## config.mk

```make
export PLATFORM = sky130hd
export DESIGN_NAME = tc_multi
export DESIGN_NICKNAME = d
export VERILOG_FILES = /design/src/rtl/tc_multi.sv
export SDC_FILE = /design/constraint.sdc
export NUM_CORES = 1
export LEC_CHECK = 0
export BUFFER_PORTS_ARGS = -buffer_cell sky130_fd_sc_hd__buf_2
export CORE_MARGIN = 3
export CORE_UTILIZATION = 60
export CTS_BUF_LIST = sky130_fd_sc_hd__clkbuf_4 sky130_fd_sc_hd__clkbuf_8 sky130_fd_sc_hd__clkbuf_16
export DETAILED_ROUTE_END_ITERATION = 7
export PLACE_DENSITY = 0.87
export SLEW_MARGIN = 40
export SYNTH_ARGS = -nofsm -noshare
export SYNTH_HDL_FRONTEND = slang
export SYNTH_SLANG_ARGS = --single-unit
```

## constraint.sdc

```tcl
create_clock -name clk -period 3.64 [get_ports clk]
set_input_delay 0.182 -clock clk [delete_from_list [all_inputs] [get_ports clk]]
set_output_delay 0.182 -clock clk [all_outputs]
set_load 0.02 [all_outputs]
```

## src/rtl/tc_multi.sv

```systemverilog
// Multi-channel down-counter timer with per-channel prescaler, one-shot/auto-reload and masked sticky IRQ.
// Register reads are combinational; a write takes effect on the clock edge that samples it; IRQ updates on the same edge as PEND.
// No backpressure: the bus accepts every access in a single cycle and there is no stall path.
module tc_multi #(
    parameter int NUM_CH = 2,
    parameter int CNT_W  = 32,
    parameter int PS_W   = 16
) (
    input  logic              clk,
    input  logic              reset,
    input  logic [29:0]       Addr,
    input  logic              WE,
    input  logic [31:0]       Din,
    output logic [31:0]       Dout,
    output logic [NUM_CH-1:0] IRQ,
    output logic              IRQ_any
);

    typedef enum logic [1:0] {
        ST_IDLE = 2'd0,
        ST_LOAD = 2'd1,
        ST_CNT  = 2'd2,
        ST_INT  = 2'd3
    } state_t;

    localparam logic [1:0] REG_CTRL     = 2'd0;
    localparam logic [1:0] REG_PRESET   = 2'd1;
    localparam logic [1:0] REG_COUNT    = 2'd2;
    localparam logic [1:0] REG_PRESCALE = 2'd3;

    state_t            state    [NUM_CH];
    logic [CNT_W-1:0]  preset   [NUM_CH];
    logic [CNT_W-1:0]  count    [NUM_CH];
    logic [PS_W-1:0]   prescale [NUM_CH];
    logic [PS_W-1:0]   ps_cnt   [NUM_CH];
    logic [NUM_CH-1:0] en;
    logic [NUM_CH-1:0] mode;
    logic [NUM_CH-1:0] im;
    logic [NUM_CH-1:0] pend;

    logic [NUM_CH-1:0] hit;
    logic [NUM_CH-1:0] wr_ctrl;
    logic [NUM_CH-1:0] wr_preset;
    logic [NUM_CH-1:0] wr_prescale;
    logic [NUM_CH-1:0] tick;
    logic [NUM_CH-1:0] pend_set;
    logic [NUM_CH-1:0] pend_nxt;
    logic [NUM_CH-1:0] im_nxt;

    // Address bits above the channel field are decoded by the bridge.
    logic unused_addr;
    assign unused_addr = ^Addr[29:5];

    // Channel/register decode; channel numbers >= NUM_CH match nothing.
    always_comb begin
        hit = '0;
        for (int i = 0; i < NUM_CH; i++) begin
            hit[i] = (Addr[4:2] == 3'(i));
        end
        wr_ctrl     = (WE && Addr[1:0] == REG_CTRL)     ? hit : '0;
        wr_preset   = (WE && Addr[1:0] == REG_PRESET)   ? hit : '0;
        wr_prescale = (WE && Addr[1:0] == REG_PRESCALE) ? hit : '0;
    end

    // Tick, expiry and next PEND/IM values; a hardware set beats a software clear.
    always_comb begin
        tick     = '0;
        pend_set = '0;
        pend_nxt = '0;
        im_nxt   = '0;
        for (int i = 0; i < NUM_CH; i++) begin
            tick[i]     = (ps_cnt[i] == prescale[i]);
            pend_set[i] = (state[i] == ST_CNT) && en[i] && tick[i] && (count[i] == '0);
            pend_nxt[i] = pend_set[i] | (pend[i] & ~(wr_ctrl[i] & Din[3]));
            im_nxt[i]   = wr_ctrl[i] ? Din[2] : im[i];
        end
    end

    // Combinational read mux; unmatched channels read as zero.
    always_comb begin
        Dout = '0;
        for (int i = 0; i < NUM_CH; i++) begin
            if (hit[i]) begin
                case (Addr[1:0])
                    REG_CTRL:   Dout = {28'd0, pend[i], im[i], mode[i], en[i]};
                    REG_PRESET: Dout = 32'(preset[i]);
                    REG_COUNT:  Dout = 32'(count[i]);
                    default:    Dout = 32'(prescale[i]);
                endcase
            end
        end
    end

    // Register file, per-channel FSM and registered IRQ vector.
    always_ff @(posedge clk or negedge reset) begin
        if (!reset) begin
            en   <= '0;
            mode <= '0;
            im   <= '0;
            pend <= '0;
            IRQ  <= '0;
            for (int i = 0; i < NUM_CH; i++) begin
                state[i]    <= ST_IDLE;
                preset[i]   <= '0;
                count[i]    <= '0;
                prescale[i] <= '0;
                ps_cnt[i]   <= '0;
            end
        end else begin
            for (int i = 0; i < NUM_CH; i++) begin
                // Software CTRL write wins over the one-shot EN auto-clear.
                if (wr_ctrl[i]) begin
                    en[i]   <= Din[0];
                    mode[i] <= Din[1];
                    im[i]   <= Din[2];
                end else if (state[i] == ST_INT && en[i] && !mode[i]) begin
                    en[i] <= 1'b0;
                end
                pend[i] <= pend_nxt[i];
                IRQ[i]  <= pend_nxt[i] & im_nxt[i];

                if (wr_preset[i]) begin
                    preset[i] <= Din[CNT_W-1:0];
                end
                if (wr_prescale[i]) begin
                    prescale[i] <= Din[PS_W-1:0];
                end

                case (state[i])
                    ST_IDLE: begin
                        if (en[i]) begin
                            state[i] <= ST_LOAD;
                        end
                    end
                    ST_LOAD: begin
                        if (!en[i]) begin
                            state[i] <= ST_IDLE;
                        end else begin
                            count[i]  <= preset[i];
                            ps_cnt[i] <= '0;
                            state[i]  <= ST_CNT;
                        end
                    end
                    ST_CNT: begin
                        // Disable freezes COUNT where it is; expiry without EN never sets PEND.
                        if (!en[i]) begin
                            state[i] <= ST_IDLE;
                        end else if (tick[i]) begin
                            ps_cnt[i] <= '0;
                            if (count[i] == '0) begin
                                state[i] <= ST_INT;
                            end else begin
                                count[i] <= count[i] - CNT_W'(1);
                            end
                        end else begin
                            ps_cnt[i] <= ps_cnt[i] + PS_W'(1);
                        end
                    end
                    default: begin
                        if (en[i] && mode[i]) begin
                            state[i] <= ST_LOAD;
                        end else begin
                            state[i] <= ST_IDLE;
                        end
                    end
                endcase
            end
        end
    end

    assign IRQ_any = |IRQ;

endmodule

```

==> results.md, run 1 <==
- Status: finished clean
- Endpoints failing setup: 0
- Worst Hold Depth: 2
- CTS resizes: 0
- Number of flops mapped to enable cells by yosys: 0
- Fmax achieved: 0.369 GHz
- Yosys Warn Count: 0
- CP Capture Type: register
- TritonRoute pass-1 iters: 6
- Reg clk slew, reported paths: 0.06 ns
- WL/cell: 24.2 um
- First-pass GRT wire length: 55,200 um
- Detail Route Antenna Nets: 0
- Vias in the first global route: between 9k and 10k
- RSZ-0062 raised after global routing: no
- Critical Path RT: 4.01 ns
- Crit Path Category: register to register
- Overall die height: 144 um
- Num CTS Buffers: 23
- Top-count cell post-synth: dfrtp_1
- Cells after Synth: 1,133
- Worst-margin pin slew: 0.786 ns
- Crit start category: register
- Peak VDD IR: 346 uV
- Hold Path Class: input port to register
- Routed via count: roughly 10k
- Syn_nets: approximately 1.2k
- H-tree depth: 1
- Max incr delay on CP: 0.42 ns
- Cell area after synthesis: ~0.011 sq mm
- Initial antenna violation count: 1
- # port buffers: 74
- Synth area leader: dfrtp_1
- Final Max Slew Viols: 0
- Cell Pwr Density: around 660 mW/mm^2
- Setup Skew: 0.0169 ns
- Flop2flop setup slack: about 0.93 ns
- Sequential-to-total area share from yosys stat: 44.9%
- Crit path max fanout: 33
- Setup TNS: 0 ns
- HP Start: Din[6]
- WP buf/inv: 3
- Post-DP HPWL: 21,200 um
- Reg2Reg Depth: 10
- Final core utilization: 71.4%
- Clock sinks: 206
- Clock Latency Late Sink: 0.52 ns
- CTS tree: yes
- Fin crit period: 2.71 ns
- Yosys reg bits: 206
- Die Span X: about 140 um
- Post-synth top cells: 206 x dfrtp_1, 124 x mux2_2, 107 x nor2_1
- DRC: 0
- RePlAce Congestion: 0.948
- Row cnt: just under 50
- Core box area: ~0.018 sq mm
- Async SR Flop Fraction: 100%
- Nets: 1,276
- Cells along the critical path: inv_1, ha_1, nor4b_1, buf_4, and2_1, a41oi_1, o21ai_4, buf_12, o21ai_0, o21ai_0
- Final hold violation count: 0
- Drt first-iter violations: approximately 1.7k
- Total track usage: 33.7%
- Crit path top cell by count: o21ai_0
- WHS Endpoint: preset[38]
- Starting density of the core: 62.4%
- I/O Pins: 100
- Final WL: ~35,000 um
- Grt total ovfl: 0
- Die footprint: 0.0208 sq mm
- Largest net degree at the start of global routing: 100
- Root buf cell: clkbuf_16
- Top cells by area, synth: dfrtp_1 45%, mux2_2 12%, a22oi_1 3.9%
- Clk buf depth: 3
- Slew margin rel.: 47.6%
- Period utilisation layout: 74.4%
- Via/cell ratio: 7.05
- Commonest register cell after synthesis: dfrtp_1
- WP data arrival: around 3.1 ns
- CTS Hold Bufs: 27
- CP max-delay cell: dfrtp_1
- Max-cap violations: 0
- Reg2Reg Launch Point: count[32]
- Netlist cell types: 67
- Area growth, synth to finish: 14.4%
- Layout cells sized above 1: 25.5%
- R2R Path End: count[43]
- Post-synth top area share: 44.9%
- Kind of cell adding the most delay to the critical path: compound AO/OA/AOI/OAI gates
- Mean Syn Cell Area: 10.1 sq um
- Leakage: 5.55 nW
- Setup Buffers After CTS: 0
registers in the layout, indices dropped and copies added, names as in the netlist:
register	flops
mode	2
state	4
IRQ	2
pend	2
en	2
preset	64
count	64
ps_cnt	32
prescale	32
im	2
stage by stage:
stage	worst slack (ns)	instances	power (W)	hold slack, ns	cell area [sq um]
floorplan	1.53	1133	0.00527	-0.114	11500
global placement	1.01	1383	0.00588	0.336	12100
detailed placement	1.07	1384	0.00605	0.329	12100
CTS	0.995	1451	0.00848	0.000233	13100
global route	0.769	1452	0.00906	0.0106	13100
finish	0.931	1452	0.00868	0.0163	13100
layout make-up:
cell class / count / area (sq um)
clock inverter: 10 / 106
timing repair buffer: 125 / 876
sequential: 206 / 5150
tap: 229 / 287
inverter: 16 / 60.1
antenna: 1 / 2.50
multi-input combinational: 835 / 5980
fill: 1167 / 5270
clock buffer: 30 / 659
cells by family (layout without fill, tap and decap cells):
logic type      after synthesis  in the layout  synth area share (%)
compound gates              342            342                  19.8
xor+xnor                     52             52                  3.97
fa+ha+maj                     4              4                 0.436
simple gates                303            303                  13.6
other cells                   0              1                     0
mux                         134            134                  13.9
buf+inv                      92            181                  3.37
flops                       206            206                  44.9
metal layers:
| metal | track usage [%] | share of wire [%] | wire, um | up-vias |
|---|---|---|---|---|
| li1 | - | - | - | 4372 |
| met1 | 43.7 | 37 | 13100 | 4952 |
| met2 | 53.1 | 46 | 16300 | 714 |
| met3 | 9.39 | 11 | 3750 | 194 |
| met4 | 15.6 | 5.7 | 2000 | 0 |
| met5 | 0 | 0 | 0 | - |
cells in the final DEF (no fill, tap or decap), types with 15 or more instances in the layout:
cell | Yosys | final
dfrtp_1 | 206 | 206
mux2_2 | 124 | 124
nor2_1 | 107 | 105
o21ai_0 | 79 | 79
buf_2 | 18 | 73
a22oi_1 | 59 | 59
a21oi_1 | 56 | 56
nand2_1 | 49 | 48
xnor2_1 | 35 | 35
nor3_1 | 32 | 32
o22a_1 | 32 | 32
o22ai_1 | 31 | 31
dlygate4sd3_1 | 0 | 27
a31oi_1 | 23 | 23
clkbuf_16 | 0 | 23
buf_4 | 1 | 21
nand3_1 | 19 | 19
xor2_1 | 17 | 17
inv_1 | 16 | 16
nand4_1 | 15 | 15
report_power, final:
| group | switching [W] | total, W | internal [W] |
|---|---|---|---|
| sequential | 0.000813 | 0.00369 | 0.00288 |
| clock | 0.000980 | 0.00239 | 0.00141 |
| combinational | 0.00145 | 0.00259 | 0.00115 |
| total | 0.00324 | 0.00868 | 0.00544 |
worst max path at each step:
| stage | start | end | slack (ns) | cells after the start |
|---|---|---|---|---|
| floorplan | count[0] | count[14] | 1.53 | 10 |
| global placement | count[26] | count[5] | 1.01 | 7 |
| detailed placement | count[32] | count[44] | 1.07 | 10 |
| CTS | count[0] | count[12] | 0.99 | 9 |
| global route | count[0] | count[12] | 0.77 | 9 |
| finish | count[32] | count[43] | 0.93 | 10 |
Power figures use the tool's default switching activity.
==> inputs of run 2 (changes only) <==
CORE_UTILIZATION = 55   (was 60)
PLACE_DENSITY = 0.84   (was 0.87)
clock period = 2.43 ns   (was 3.64 ns; I/O delays follow)
==> run 2 against run 1 <==
  * Worst hold slack better by 0.086 ns
  * Fmax up 14%
  * Cell count up 5.5%
  * Clock-buffer cell count up 1
  * Via count down 0.62%
  * Critical path type unchanged
==> results.md, run 2 (same netlist as run 1, synthesis figures left out) <==
- Endpoints failing setup: 0 (unchanged)
- Setup Buffers After CTS: 0 (unchanged)
- Crit start category: register
- Root buf cell: clkbuf_16
- I/O Pins: 100 (unchanged)
- Worst Hold Depth: 3 (+1)
- Num CTS Buffers: 23 (unchanged)
- RePlAce Congestion: 0.986 (+4.0%)
- Fmax achieved: 0.419 GHz (+14%)
- Most common cell after layout, fill and taps aside: dfrtp_1
- Critical Path RT: 2.88 ns (-1.13 ns)
- Area growth, synth to finish: 19.2%
- WL/cell: 21.7 um (-10%)
- Hold_ws: 0.103 ns (+0.0862 ns)
- CTS tree: yes
- Reg2Reg Depth: 6 (-4)
- CP Capture Type: register
- TritonRoute pass-1 iters: 6 (unchanged)
- DRC: 0 (unchanged)
- H-tree depth: 1 (unchanged)
- Biggest regs: count (64), preset (64)
- Fillers: 1,408 (+21%)
- Post-DP HPWL: 22,100 um (+4.2%)
- Setup TNS: 0 ns (unchanged)
- Final Max Slew Viols: 0 (unchanged)
- Peak VDD IR: 556 uV (+61%)
- Detail Route Antenna Nets: 0 (unchanged)
- Fin crit period: 2.39 ns (-0.323 ns)
- Post-Place Cells: 1,456 (+5.2%)
- Layout cells sized above 1: 27.9% (+2.5 points)
- Hold Path Class: input port to register
- Clock sinks: 206 (unchanged)
- Drt first-iter violations: 1,651 (-5.5%)
- Most frequent cells in the layout: 206 x dfrtp_1, 124 x mux2_2, 105 x nor2_1, 79 x o21ai_0, 73 x buf_2
- Final worst slack: 0.0437 ns (-0.887 ns)
- Final hold violation count: 0 (unchanged)
- Core box area: 0.0204 sq mm (+11%)
- Routed via count: 10.2k (-0.62%)
- Final core utilization: 67.1% (-4.2 points)
- Overall die height: 150 um (+4.3%)
- First-pass GRT wire length: 52,600 um (-4.6%)
- Nets: 1,313 (+2.9%)
- Worst-margin pin slew: 0.552 ns (-0.234 ns)
- Total track usage: 29.0% (-4.8 points)
- Clock Latency Late Sink: 0.53 ns (about the same)
- Crit path max fanout: 4 (-88%)
- Via/cell ratio: 6.64 (-5.8%)
- Non-Filler Instances: 1,532 (+5.5%)
- Period utilisation layout: 98.2% (+24 points)
- WP data arrival: 2.84 ns (-0.24 ns)
- Reg clk slew, reported paths: 0.06 ns (about the same)
- Die Span X: 150 um (+4.3%)
- Die footprint: 0.0226 sq mm (+8.7%)
- Final WL: 33,300 um (-5.5%)
- Leakage: 5.79 nW (+4.3%)
- Vias in the first global route: 9,868 (+0.51%)
- Max-cap violations: 0 (unchanged)
- Slew margin rel.: 63.2% (+16 points)
- Setup Skew: 0.0221 ns (+0.00519 ns)
- Status: finished clean
- Row cnt: 52 (+6.1%)
- Largest net degree at the start of global routing: 61 (-39%)
- Grt total ovfl: 0 (unchanged)
- Cell Pwr Density: 986 mW/mm^2 (+49%)
- # port buffers: 74 (unchanged)
- Crit Path Category: register to register
- Clk buf depth: 3 (unchanged)
- Starting density of the core: 56.3% (-6.0 points)
- Placement Setup Slack: 0.0616 ns (-1.00 ns)
- Initial antenna violation count: 0 (-1)
[run 2: cell types whose count changed in the layout (fill, tap and decap cells not counted), moves of 4 or more]
cell           before  now
nor3_2              1    5
buf_12              2    9
nor3_1             32   28
dlygate4sd3_1      27   33
clkinv_2            6    2
buf_4              21   44
[run 2: worst paths after layout]
kind | start | endpoint | slack (ns)
max in group asynchronous | reset | preset[51] | 1.51
setup reg to reg | count[54] | IRQ[0] | 0.04
min in group asynchronous | reset | preset[53] | 0.15
setup / recovery | count[54] | IRQ[0] | 0.04
hold reg to reg | preset[14] | preset[14] | 0.53
hold / removal | WE | en[0] | 0.10
[run 2: critical path, stage by stage, from the launching register on]
cell      delay (ns)
dfrtp_1         0.41
or4_4           0.58
nor4_4          0.35
nand3_1         0.20
nand3b_1        0.33
o21ai_0         0.29
and2_1          0.17
[run 2: layout make-up]
| class | count | area, sq um | area share, % |
|---|---|---|---|
| multi-input combinational | 835 | 6040 | 44.2 |
| sequential | 206 | 5150 | 37.7 |
| timing repair buffer | 162 | 1240 | 9.09 |
| clock buffer | 31 | 667 | 4.88 |
| tap | 270 | 338 | 2.47 |
| clock inverter | 11 | 170 | 1.24 |
| inverter | 16 | 60.1 | 0.439 |
| antenna | 1 | 2.50 | 0.0183 |
[run 2: per-layer routing]
metal / part of all wire (%) / track usage, % / up-vias
li1: - / - / 4441
met2: 47 / 45.3 / 613
met1: 38 / 38.7 / 4964
met4: 5.6 / 14.0 / 0
met5: 0 / 0 / -
met3: 9.3 / 5.84 / 151
[run 2: per-stage QoR]
stage	area, sq um	total power [W]
after CTS	13600	0.0132
final	13700	0.0135
after floorplan	11500	0.00789
after global routing	13700	0.0141
after global placement	12400	0.00910
after detailed placement	12400	0.00933
[run 2: power by group]
group	switching (W)	leakage (nW)	internal, W
Sequential	0.00114	2.67	0.00432
Combinational	0.00226	2.72	0.00194
Clock	0.00147	0.407	0.00236
[run 2: what timing repair did]
action / 4_1_cts / 5_1_grt
endpoints found under the setup margin: 0 / 21
resized for setup: 0 / 13
hold endpoints to repair: 158 / 0
hold buffers: 33 / 0
==> inputs of run 3 (changes only) <==
CORE_ASPECT_RATIO = 1.4   (was default)
==> run 3 against run 2 <==
  * Combinational power increased by 3%
  * First-iteration DRC count is 32% lower
  * Register-to-register slack better by 0.02 ns
  * Sequential power about the same
  * Clock-buffer cell count up 3
  * Cell count is 1.0% lower
  * Core utilization increased by 0.19 points
  * Via count down 0.16%
  * Largest cell class unchanged
  * Highest routed layer unchanged
==> results.md, run 3 (same netlist as run 1, synthesis figures left out) <==
- H-tree depth: 1 (unchanged)
- WL/cell: 22.0 um (+1.1%)
- WP data arrival: 2.74 ns (-0.10 ns)
- Fin crit period: 2.36 ns (-0.0213 ns)
- Grt total ovfl: 0 (unchanged)
- Largest net degree at the start of global routing: 67 (+9.8%)
- RSZ-0062 raised after global routing: no
- Crit path max fanout: 19 (+15)
- Routed via count: 10.2k (-0.16%)
- Layout cells sized above 1: 27.8% (-0.15 points)
- Overall die height: 177 um (+18%)
- Sequential power share: 42.0% (+1.6 points)
- Slew margin rel.: 54.5% (-8.7 points)
- Design Area, Final: 0.0136 sq mm (-0.78%)
- Most frequent cells in the layout: 206 x dfrtp_1, 124 x mux2_2, 105 x nor2_1, 79 x o21ai_0, 73 x buf_2
- Worst-margin pin slew: 0.676 ns (+0.124 ns)
- R2R Path End: count[57]
- ANT cells: 0 (-1)
- Vias in the first global route: 9,835 (-0.33%)
- Row cnt: 61 (+17%)
- Int Power: 0.00820 W (-4.8%)
- Final WL: 33,300 um (about the same)
- Die Span X: 128 um (-15%)
- Clock Latency Late Sink: 0.52 ns (about the same)
- Combinational Power Share: 33.4% (+2.3 points)
- Setup TNS: 0 ns (unchanged)
- Switching power: 0.00472 W (-3.0%)
- Num CTS Buffers: 21 (-8.7%)
- Cell Pwr Density: 952 mW/mm^2 (-3.4%)
- Clock sinks: 206 (unchanged)
- Critical Path RT: 2.80 ns (-0.08 ns)
- TritonRoute pass-1 iters: 6 (unchanged)
- Final core utilization: 67.3% (+0.19 points)
- Endpoints failing setup: 0 (unchanged)
- Reg2Reg Launch Point: count[54]
- Crit Path Category: register to register
- DRC: 0 (unchanged)
- Biggest regs: count (64), preset (64)
- Core box area: 0.0201 sq mm (-1.1%)
- Crit path capture: count[57]
- Via/cell ratio: 6.70 (+0.90%)
- Die footprint: 0.0226 sq mm (+0.11%)
- Starting density of the core: 56.9% (+0.60 points)
- # port buffers: 74 (unchanged)
- I/O Pins: 100 (unchanged)
- Root buf cell: clkbuf_16
- Nets: 1,320 (+0.53%)
- Most common cell after layout, fill and taps aside: dfrtp_1
- Flop2flop setup slack: 0.07 ns (+0.02 ns)
- Final Max Slew Viols: 0 (unchanged)
- Placed cell area: 0.0125 sq mm (+0.16%)
- Clk buf depth: 3 (unchanged)
- Reg2Reg Depth: 7 (+1)
- RePlAce Congestion: 0.918 (-6.9%)
- Non-Filler Instances: 1,516 (-1.0%)
- Reg clk slew, reported paths: 0.07 ns (about the same)
- Final hold violation count: 0 (unchanged)
- CP Capture Type: register
- Leakage: 5.78 nW (-0.28%)
- CTS tree: yes
- Setup Skew: 0.0269 ns (+0.00483 ns)
- Period utilisation layout: 97.3% (-0.88 points)
- Power, Total: 0.0129 W (-4.2%)
- Post-Place Cells: 1,442 (-0.96%)
- Fmax achieved: 0.423 GHz (+0.90%)
- Switching fraction of total power: 36.5% (+0.42 points)
- Critical path launch point: count[54]
- First-pass GRT wire length: 52,800 um (+0.29%)
- Total track usage: 28.8% (-0.14 points)
- Hold Path Class: input port to register
- Detail Route Antenna Nets: 0 (unchanged)
- Max-cap violations: 0 (unchanged)
- Status: finished clean
- Clock group share of total power: 24.6% (-3.8 points)
- Initial antenna violation count: 0 (unchanged)
- Drt first-iter violations: 1,115 (-32%)
- Area growth, synth to finish: 18.3%
- Peak VDD IR: 573 uV (+3.0%)
- Crit start category: register
- Post-DP HPWL: 21,700 um (-1.8%)
==> run 3: worst min-delay path by stage <==
| stage | startpoint | to | slack, ns | depth (start not counted) |
|---|---|---|---|---|
| 4_1_cts | WE | en[0] | 0.06 | 3 |
| 3_3_place_gp | reset | ps_cnt[18] | 0.13 | 1 |
| 6_report | WE | en[0] | 0.09 | 3 |
| 3_5_place_dp | reset | ps_cnt[18] | 0.14 | 1 |
| 5_1_grt | WE | en[0] | 0.1 | 3 |
| 2_1_floorplan | reset | IRQ[0] | -0.17 | 0 |
==> run 3: area by class of cell <==
type,instances,area (sq um)
clock buffers,34,648
fillers,1452,6580
repair buffers,170,1340
flip-flops and latches,206,5150
multi-input cells,836,6040
well taps,252,315
inverters,16,60.1
clock inverters,2,13.8
==> run 3: what timing repair did <==
action | 4_1_cts | 5_1_grt
setup endpoints to repair | 4 | 25
cloned | 0 | 2
hold buffers | 33 | 0
resized for setup | 1 | 7
hold endpoints to repair | 161 | 0
buffers inserted | 0 | 3
==> run 3: worst max-delay path: stages (launching register included) <==
cell,delay [ns]
dfrtp_1,0.41
or4_4,0.58
nor4_4,0.33
a41oi_2,0.20
o21ai_4,0.17
buf_12,0.19
o21ba_2,0.16
o22a_1,0.20
==> run 3: power groups by stage <==
| stage | Sequential (W) | Clock, W | Combinational (W) |
|---|---|---|---|
| 3_5_place_dp | 0.00538 | 0 | 0.00401 |
| 3_3_place_gp | 0.00533 | 0 | 0.00387 |
| 2_1_floorplan | 0.00509 | 0 | 0.00279 |
| 4_1_cts | 0.00535 | 0.00318 | 0.00411 |
| 6_report | 0.00542 | 0.00318 | 0.00432 |
| 5_1_grt | 0.00554 | 0.00333 | 0.00471 |
==> run 3: metrics by stage <==
stage / hold WS (ns) / setup WS [ns]
finish: 0.0918 / 0.0650
global route: 0.0976 / 0.00683
CTS: 0.0627 / 0.0280
detailed placement: 0.144 / 0.0313
global placement: 0.135 / 0.112
floorplan: -0.174 / 0.316
==> run 3: metal layers <==
metal | track usage (%) | up-vias | routed length (um)
li1 | - | 4452 | -
met1 | 37.3 | 5019 | 12500
met2 | 48.1 | 550 | 16500
met3 | 4.11 | 132 | 2530
met4 | 12.6 | 0 | 1760
met5 | 0 | - | 0
